===== config.mk =====
export PLATFORM = sky130hd
export DESIGN_NAME = bf_input_port
export DESIGN_NICKNAME = d
export VERILOG_FILES = /design/src/rtl/bf_input_port.sv
export SDC_FILE = /design/constraint.sdc
export NUM_CORES = 1
export LEC_CHECK = 0
export CAP_MARGIN = 20
export CORE_MARGIN = 2
export CORE_UTILIZATION = 45
export DETAILED_ROUTE_END_ITERATION = 16
export HOLD_SLACK_MARGIN = 0.02
export PLACE_DENSITY = 0.67
export SYNTH_ARGS = -nofsm -noshare
export SYNTH_HDL_FRONTEND = slang
export SYNTH_SLANG_ARGS = --single-unit

===== constraint.sdc =====
create_clock -name clock -period 4.87 [get_ports clock]
set_clock_uncertainty 0.1 [all_clocks]
set_input_delay 0.7305 -clock clock [delete_from_list [all_inputs] [get_ports clock]]
set_output_delay 0.7305 -clock clock [all_outputs]
set_load 0.02 [all_outputs]

===== src/rtl/bf_input_port.sv =====
// Input port for the core's ',' instruction: a small byte FIFO filled by an external producer,
// drained one byte per acknowledged read request, with a fixed value returned at end-of-input.
//
// state | meaning
// IDLE  | no request in progress
// WAIT  | request seen, FIFO empty and producer not at EOF; waiting for a byte or EOF
// ACK   | delivery made on the entering edge; DInAck high for this one cycle
module bf_input_port #(
    parameter int WIDTH = 8,
    parameter int DEPTH = 4,
    parameter logic [WIDTH-1:0] EOF_VALUE = '0
) (
    input  logic                       clock,
    input  logic                       reset,
    input  logic [WIDTH-1:0]           in_data,
    input  logic                       in_valid,
    output logic                       in_ready,
    input  logic                       in_eof,
    input  logic                       DInReq,
    output logic                       DInAck,
    output logic [WIDTH-1:0]           out,
    output logic [$clog2(DEPTH):0]     count
);

    localparam int AW = $clog2(DEPTH);
    localparam logic [AW:0] FULL_COUNT = (AW + 1)'(DEPTH);

    typedef enum logic [1:0] {
        IDLE = 2'd0,
        WAIT = 2'd1,
        ACK  = 2'd2
    } state_t;

    state_t state, state_next;

    logic [WIDTH-1:0] mem [DEPTH];
    logic [AW-1:0]    wr_ptr;
    logic [AW-1:0]    rd_ptr;
    logic             push;
    logic             pop;
    logic             deliver;
    logic             has_data;

    assign has_data = (count != '0);
    assign in_ready = (count != FULL_COUNT);
    assign push     = in_valid & in_ready;
    assign DInAck   = (state == ACK);

    always_ff @(posedge clock or posedge reset) begin
        if (reset) begin
            state <= IDLE;
        end else begin
            state <= state_next;
        end
    end

    always_comb begin
        state_next = state;
        deliver    = 1'b0;
        pop        = 1'b0;
        case (state)
            IDLE, WAIT: begin
                if (!DInReq) begin
                    // A request dropped while waiting is simply abandoned.
                    state_next = IDLE;
                end else if (has_data) begin
                    deliver    = 1'b1;
                    pop        = 1'b1;
                    state_next = ACK;
                end else if (in_eof) begin
                    deliver    = 1'b1;
                    state_next = ACK;
                end else begin
                    state_next = WAIT;
                end
            end
            ACK: begin
                state_next = IDLE;
            end
            default: begin
                state_next = IDLE;
            end
        endcase
    end

    always_ff @(posedge clock) begin
        if (push) begin
            mem[wr_ptr] <= in_data;
        end
    end

    always_ff @(posedge clock or posedge reset) begin
        if (reset) begin
            wr_ptr <= '0;
            rd_ptr <= '0;
            count  <= '0;
        end else begin
            if (push) begin
                wr_ptr <= wr_ptr + 1'b1;
            end
            if (pop) begin
                rd_ptr <= rd_ptr + 1'b1;
            end
            case ({push, pop})
                2'b10:   count <= count + 1'b1;
                2'b01:   count <= count - 1'b1;
                default: count <= count;
            endcase
        end
    end

    always_ff @(posedge clock or posedge reset) begin
        if (reset) begin
            out <= '0;
        end else if (deliver) begin
            out <= pop ? mem[rd_ptr] : EOF_VALUE;
        end
    end

endmodule


==> results.md, run 1 <==
Outcome:
- The flow ran to the end, and the final reports show no timing, DRC or antenna violations.

Worst setup path:
- The cell type of the slowest stage on the worst timing path is sky130_fd_sc_hd__clkdlybuf4s50_1.
- The most repeated library cell on the critical path is sky130_fd_sc_hd__xor2_1.
- The startpoint-to-endpoint class of the critical path is primary input to flip-flop.
- STA classifies the critical path endpoint as a flip-flop.
- The type of element launching the critical path is a primary input.
- On the worst path, the slowest cell contributes a delay of 0.45 ns.
- The number of buffers and inverters on the critical path is 2.
- The endpoint identified for the worst register-to-register timing path is count[2].
- The largest delay contributor family on the critical path is adder cells.
- The startpoint identified for the worst register-to-register timing path is count[0].
- For the worst flop-to-flop path, the logic depth is 9.
- The slack of the worst reg-to-reg path is 2.53 ns.
- STA puts the critical path data required time at 5.01 ns.
- The data arrival time of the critical path is between 2 and 3 ns.
- Walking the worst path, the cells encountered are clkdlybuf4s50_1, nand2b_1, nor2_2, ha_1, inv_1, fa_1, xor2_1, nor2_1, xor2_1.
- The biggest fanout along the worst timing path is 10.

Global routing:
- The pin count of the biggest net entering global routing is 18.
- The global router's overall resource usage is between 15 and 20%.
- The number of global-route vias before repair was ~1,100.
- The total overflow reported by the global router is 0.
- The first-pass GRT wire length is around 5500 um.
- The number of antenna violations at the first check in global routing is 0.

Clock network:
- TritonCTS built the clock tree.
- The number of gates given a new drive strength after cts is 0.
- The clock network latency to the later pin of the worst-skew pair is 0.31 ns.
- In this run the number of H-tree levels came out at 2.
- The post-CTS setup buffer count is 0.
- Clock-pin slew was measured on the worst setup and hold paths at 0.10 ns.
- The tree built by TritonCTS fans out to 49 sinks.
- Counting along the longest clock path gives a buffer depth of 2.
- The quantity of hold-fixing buffers added after cts is 0.
- The clock tree root driver cell is sky130_fd_sc_hd__clkbuf_8.
- The CTS buffer count is 5.

Timing:
- The worst max-slew margin expressed relative to the limit is about 55%.
- The sum of negative setup slack is 0 ns.
- The final-report setup violation count is 0.
- The number of slew-limit violations in the final report is 0.
- Static timing analysis puts the maximum clock frequency at 376 MHz.
- The minimum setup slack in the final design is 2.21 ns.
- For the finished layout, the period the worst path requires is 2.66 ns.
- The worst hold slack across all endpoints is around 0.4 ns.
- The number of hold violations in the final report was 0.
- Setup repair after global routing left no endpoint under its margin.
- The post-route clock period utilization is a little over half.
- For the pin with the worst max-slew slack, the measured transition is between 0.6 and 0.7 ns.

Synth:
- After synthesis, flip-flops and latches occupy 71.4% of the total area.
- In the synthesized netlist the async set-or-reset flop fraction comes to 34.7%.
- The post-synthesis cell type with the largest combined area is sky130_fd_sc_hd__edfxtp_1.
- Ranked by total cell area, the synthesized netlist is headed by sky130_fd_sc_hd__edfxtp_1, sky130_fd_sc_hd__dfrtp_1, sky130_fd_sc_hd__mux4_2.
- The dominant synthesized flop cell is sky130_fd_sc_hd__edfxtp_1.
- The instance count of the mapped netlist is around 110.
- By instance count, the leading cell after synthesis is sky130_fd_sc_hd__edfxtp_1.
- The average size of a mapped cell is 18.5 um^2.
- The Yosys step of the flow raised 0 warnings.
- The synthesized netlist occupies a cell area of 1940 um^2.
- After synthesis, the most frequently instantiated cells are sky130_fd_sc_hd__edfxtp_1, sky130_fd_sc_hd__dfrtp_1, sky130_fd_sc_hd__a22o_1, sky130_fd_sc_hd__inv_1, sky130_fd_sc_hd__mux4_2.
- When the netlist entered floorplanning its net count stood at between 100 and 150.
- The number of enable-type register cells in the synthesized netlist is 32.
- The count of distinct cell types in the synthesized netlist is 24.
- The share of Yosys cell area claimed by the top area cell type is 49.5%.
- The register bit count reported by yosys is 49.

Route:
- The count of antenna-violating nets left after detailed routing is 0.
- The total via count after detailed routing is 998.
- The DRC violations left is 0.
- The DRC violation total after the first TritonRoute iteration is 31.
- After detailed routing, the average wire length per cell comes to 17.5 um.
- The first detailed-routing pass ran for 4 iterations.
- The via count normalized by instance count is ~5.4.
- The total routed wirelength is between 3000 and 4000 um.

Layout:
- The antenna diode count is 0.
- The fraction of layout instances using a drive strength above 1 is 14.8%.
- The post-layout net count is 153.
- The area added between synthesis and finish is 21.4%.

Worst hold path:
- In this run the most critical hold path is launched from out[2].
- In this run the worst hold path is classified as flip-flop to flip-flop.
- The endpoint of the worst hold path is out[2].
- Along the worst hold path, the cell count comes to 1.

Place:
- The weighted congestion reported at the end of routability-driven placement is 0.754.
- The HPWL after detailed placement is 2190 um.
- The worst setup slack before clock tree synthesis is between 1.5 and 2 ns.
- The quantity of I/O buffers inserted on ports is 25.

Die:
- The die is 69.7 um tall.
- The number of placement rows is 23.
- The floorplan step defined a die boundary enclosing 4850 um^2.
- The region available for standard cell placement spans 4090 um^2.
- The die outline width is roughly 70 um.
- The initial cell density of the core is 47.5%.
- The count of pins on the block boundary is 26.

Pwr:
- The analysis attributes to cell leakage a power of 0.912 nW.
- The highest ir drop seen on vdd is between 200 and 300 uV.
- The ratio of total power to cell area is slightly above 600 nW/um^2.

Flow run:
- The max-cap check violation count is 0.
## per-layer routing
layer | part of all wire, % | GRT usage, %
met2 | 54 | 26.4
met3 | 3.4 | 5.09
met4 | 1.4 | 5.77
met5 | 0 | 0
met1 | 41 | 17.8
## sequential cells by signal (all words and copies together) (netlist names)
signal,count
mem,32
out,8
count,3
rd_ptr,2
state,2
wr_ptr,2
## stage by stage
stage          total power [mW]  cells  util [%]  instance area (um^2)
4_1_cts                    1.46    185      57.7                  2360
2_1_floorplan             0.969    105         -                  1940
6_report                   1.44    185      57.7                  2360
5_1_grt                    1.53    185      57.7                  2360
3_5_place_dp               1.16    177      54.7                  2240
3_3_place_gp               1.13    177      54.7                  2240
## power breakdown
part           switching (mW)  leakage, nW  internal, mW
clock                   0.142       0.0603         0.157
sequential             0.0983        0.501         0.568
combinational           0.215        0.351         0.256
## cell usage in the layout, fill, tap and decap left out
cell / netlist / routed
sky130_fd_sc_hd__mux2_4: 1 / 1
sky130_fd_sc_hd__or3b_4: 1 / 1
sky130_fd_sc_hd__mux4_2: 8 / 8
sky130_fd_sc_hd__xor2_1: 4 / 4
sky130_fd_sc_hd__fa_1: 1 / 1
sky130_fd_sc_hd__nand2b_1: 2 / 2
sky130_fd_sc_hd__a22o_1: 8 / 8
sky130_fd_sc_hd__mux2i_1: 1 / 1
sky130_fd_sc_hd__edfxtp_1: 32 / 32
sky130_fd_sc_hd__nor2_1: 2 / 2
sky130_fd_sc_hd__dfrtp_1: 17 / 17
sky130_fd_sc_hd__or4_1: 1 / 1
sky130_fd_sc_hd__bufinv_16: 0 / 1
sky130_fd_sc_hd__clkinv_4: 0 / 1
sky130_fd_sc_hd__clkdlybuf4s50_1: 0 / 25
sky130_fd_sc_hd__clkbuf_8: 0 / 5
sky130_fd_sc_hd__ha_1: 5 / 5
sky130_fd_sc_hd__nor3b_1: 1 / 1
sky130_fd_sc_hd__inv_1: 8 / 8
sky130_fd_sc_hd__nor3_1: 1 / 1
sky130_fd_sc_hd__nor2_2: 1 / 1
sky130_fd_sc_hd__inv_8: 0 / 1
sky130_fd_sc_hd__and3_1: 4 / 4
sky130_fd_sc_hd__and2_4: 1 / 1
sky130_fd_sc_hd__nor2b_1: 1 / 1
sky130_fd_sc_hd__xnor2_1: 2 / 2
## worst max path at each step
stage	end	slack, ns	cells after the start	start
6_report	count[2]	2.21	9	DInReq
5_1_grt	count[2]	2.02	9	DInReq
4_1_cts	count[2]	2.20	9	DInReq
3_5_place_dp	count[2]	1.86	9	DInReq
3_3_place_gp	count[2]	1.93	9	DInReq
2_1_floorplan	count[2]	2.53	9	count[0]
## layout make-up
class	count	area, um^2
clock buffers	5	68.8
inverters	8	30.0
repair buffers	25	250
fillers	319	1730
multi-input cells	45	508
flip-flops and latches	49	1390
well taps	50	62.6
clock inverters	3	50.0
## cell families after synthesis
logic type | share of synthesized area [%]
adders and majority gates | 4.26
muxes | 10.6
DFF | 71.4
buffers and inverters | 2.39
AOI/OAI and AO/OA | 3.61
xor gates and xnor gates | 2.71
and+or+nand+nor | 5.03
Note: power is estimated with default switching activity, not from simulation.
==> run 2: changes to the inputs <==
PLACE_DENSITY = 0.7   (was 0.67)
clock period = 2.18 ns   (was 4.87 ns; I/O delays follow)
==> run 2 against run 1 <==
Compared with the run above: critical path depth did not move; global-route usage rose by 0.34 points; sequential share of layout area fell by 1.1 points; non-clock buffer count rose by 9; critical endpoint unchanged; highest routed layer unchanged.
==> results.md, run 2 (same netlist as run 1, synthesis figures left out) <==
Layout:
- The fraction of layout instances using a drive strength above 1 came to 24.3% (+9.5 points).
- The largest registers in the layout are mem (32), out (8), count (3).
- From synthesis to final layout, the design area changed by 24.0%.
- The number of flip-flops under the largest register name is 32 (unchanged).
- The antenna diode count is 0 (unchanged).
- mem holds more flip-flops than any other register.
- The most frequent standard cell in the layout excluding fill and tap cells is sky130_fd_sc_hd__edfxtp_1.
- The final cell count without fillers came to 194 (+4.9%).
- The post-layout net count is 162 (+5.9%).
- In the layout the commonest cells are sky130_fd_sc_hd__edfxtp_1, sky130_fd_sc_hd__clkdlybuf4s50_1, sky130_fd_sc_hd__dfrtp_1.

Pwr:
- The static power due to leakage was 0.934 nW (+2.4%).
- The switching power of the nets is 1.03 mW (+130%).
- The part of the total power dissipated in sequential elements came to 45.2% (-1.2 points).
- The power share of the clock group is 16.3% (-4.6 points).
- The highest ir drop seen on vdd is 654 uV (+140%).
- The cell-internal power is 2.16 mW (+120%).
- The combinational cell fraction of total power is 38.5% (+5.7 points).
- The net switching fraction of the power was 32.3% (+0.58 points).
- The ratio of total power to cell area is 1320 nW/um^2 (+120%).
- The total power after layout is 3.18 mW (+120%).

Global routing:
- The most used routing layer in global routing is met2.
- The global-route met1 utilization is 18.4% (+0.57 points).
- The met2 demand-to-capacity share in global routing came to 26.2% (-0.21 points).
- The met3 demand-to-capacity share in global routing came to 4.22% (-0.87 points).
- The global router's overall resource usage is 15.7% (+0.34 points).
- The number of global-route vias before repair is 1,127 (+1.3%).
- The total overflow reported by the global router is 0 (unchanged).
- The pin count of the biggest net entering global routing is 18 (unchanged).
- The first-pass GRT wire length was 5540 um (+1.0%).
- The number of antenna violations at the first check in global routing is 0 (unchanged).

Route:
- The count of antenna-violating nets left after detailed routing was 0 (unchanged).
- The total routed wirelength came to 3400 um (+5.1%).
- The average wire length per cell after detail routing is 17.5 um (+0.26%).
- The via count normalized by instance count is 5.20 (-3.7%).
- The DRC violation total after the first TritonRoute iteration came to 53 (+71%).
- The DRC violations left was 0 (unchanged).
- The iteration count of the initial detailed-routing pass came to 4 (unchanged).
- The total via count after detailed routing is 1,008 (+1.0%).

Timing:
- For this run, the top clock speed supported by timing is roughly 470 MHz.
- The sum of negative setup slack is 0 ns (unchanged).
- The post-route clock period utilization is 98.0%.
- The worst hold slack across all endpoints was 0.321 ns (-0.0907 ns).
- The worst max-slew margin expressed relative to the limit is 54.7% (about the same).
- The minimum setup slack in the final design came to 0.0426 ns (-2.17 ns).
- The number of hold violations in the final report is 0 (unchanged).
- The number of slew-limit violations in the final report came to 0 (unchanged).
- The final-report setup violation count is 0 (unchanged).
- Setup repair after global routing could not meet its margin everywhere.
- The time the final worst path needs with I/O delays and setup is about 2.1 ns.
- The slew at the pin with the worst max-slew slack is 0.679 ns (-0.000637 ns).

Die:
- The count of pins on the block boundary is 26 (unchanged).
- The die outline width is 69.7 um (unchanged).
- The placeable core region is 4090 um^2 (unchanged).
- The initial cell density of the core came to 47.5% (unchanged).
- The area of the die was 4850 um^2 (unchanged).
- The number of placement rows is 23 (unchanged).
- The height of the chip is 69.7 um (unchanged).

Place:
- The weighted congestion reported at the end of routability-driven placement is 0.768 (+1.8%).
- The worst setup slack before clock tree synthesis is -0.0194 ns (-1.88 ns).
- The quantity of I/O buffers inserted on ports was 25 (unchanged).
- The number of instances in the placed design was 185 (+4.5%).
- The sum of net half-perimeters after detailed placement is 2240 um (+1.9%).

Worst setup path:
- The type of element launching the critical path is a flip-flop.
- The data arrival time of the critical path is 2.26 ns (-0.54 ns).
- The biggest fanout along the worst timing path was 2 (-8).
- The startpoint-to-endpoint class of the critical path is flip-flop to flip-flop.
- The slack of the worst reg-to-reg path was 0.04 ns (-2.49 ns).
- The end of the worst register-to-register path is count[2].
- The critical register-to-register path startpoint is count[0].
- The endpoint kind of the worst setup timing path is a flip-flop.
- The cell depth of the worst flop-to-flop path was 9 (unchanged).
- The required arrival time at the worst endpoint is 2.31 ns (-2.70 ns).

Clock network:
- The CTS tree is done.
- The CTS buffer count was 5 (unchanged).
- The number of H-tree levels is 2 (unchanged).
- The clock network latency to the later pin of the worst-skew pair was 0.30 ns (about the same).
- The tree is rooted in a sky130_fd_sc_hd__clkbuf_8.
- The maximum buffer depth of the clock tree is 2 (unchanged).
- The clock sink total is 49 (unchanged).
- The register clock-pin slew on the reported worst setup and hold paths came to 0.09 ns (about the same).

Outcome:
- The run finished with clean final reports.

Flow run:
- The max-cap check violation count is 0 (unchanged).

Worst hold path:
- The path type of the worst min-delay path is primary input to asynchronous set/reset pin.
==> run 2: cell types whose count changed in the layout (fill, tap and decap cells not counted), moves of 2 or more <==
cell                       before  now
sky130_fd_sc_hd__inv_1          8    6
sky130_fd_sc_hd__clkinv_2       0    2
sky130_fd_sc_hd__dfrtp_1       17   14
sky130_fd_sc_hd__dfrtp_2        0    3
sky130_fd_sc_hd__buf_4          0    9
==> run 2: power by group through the flow <==
stage                     Sequential [mW]  Clock (mW)  Combinational (mW)
after global placement               1.45           0                1.20
after detailed placement             1.46           0                1.23
after CTS                            1.45       0.523                1.24
final                                1.44       0.518                1.23
after global routing                 1.48       0.562                1.33
after floorplan                      1.52           0               0.672
==> run 2: repair_timing <==
item / in CTS / in global routing
cloned: 0 / 0
hold endpoints to repair: 0 / 0
buffers inserted: 0 / 1
pin swaps: 1 / 4
setup endpoints to repair: 2 / 1
hold buffers: 0 / 0
resized for setup: 1 / 1
==> run 2: worst max path at each step <==
stage	from	endpoint	slack, ns	cells after the start
global placement	DInReq	count[2]	0.06	9
CTS	count[1]	count[2]	0.003	9
detailed placement	DInReq	count[2]	-0.02	9
finish	count[0]	count[2]	0.04	9
global route	count[0]	count[2]	-0.03	9
floorplan	count[1]	count[2]	-0.05	9
==> run 2: stage by stage <==
stage / utilization [%] / area [um^2]
finish: 58.9 / 2410
floorplan: - / 1960
CTS: 58.7 / 2400
global route: 58.9 / 2410
detailed placement: 56.7 / 2320
global placement: 56.7 / 2320
==> run 2: critical path, stage by stage, from the launching register on <==
cell and delay [ns]:
sky130_fd_sc_hd__dfrtp_2 0.41, sky130_fd_sc_hd__or3b_4 0.39, sky130_fd_sc_hd__and2_4 0.16, sky130_fd_sc_hd__inv_4 0.05, sky130_fd_sc_hd__ha_4 0.13, sky130_fd_sc_hd__inv_2 0.04
sky130_fd_sc_hd__fa_2 0.33, sky130_fd_sc_hd__xor2_1 0.16, sky130_fd_sc_hd__nor2_1 0.15, sky130_fd_sc_hd__xor2_1 0.15
==> run 2: layer usage <==
metal  wire [um]  part of all wire, %
met1        1390                   41
met2        1800                   53
met3         148                  4.4
met4          58                  1.7
met5           0                    0
==> run 2: final cells by class <==
type / count / area (um^2)
clock buffer: 6 / 72.6
clock inverter: 2 / 10.0
fill: 327 / 1680
inverter: 8 / 32.5
multi-input combinational: 45 / 523
sequential: 49 / 1390
tap: 50 / 62.6
timing repair buffer: 34 / 317
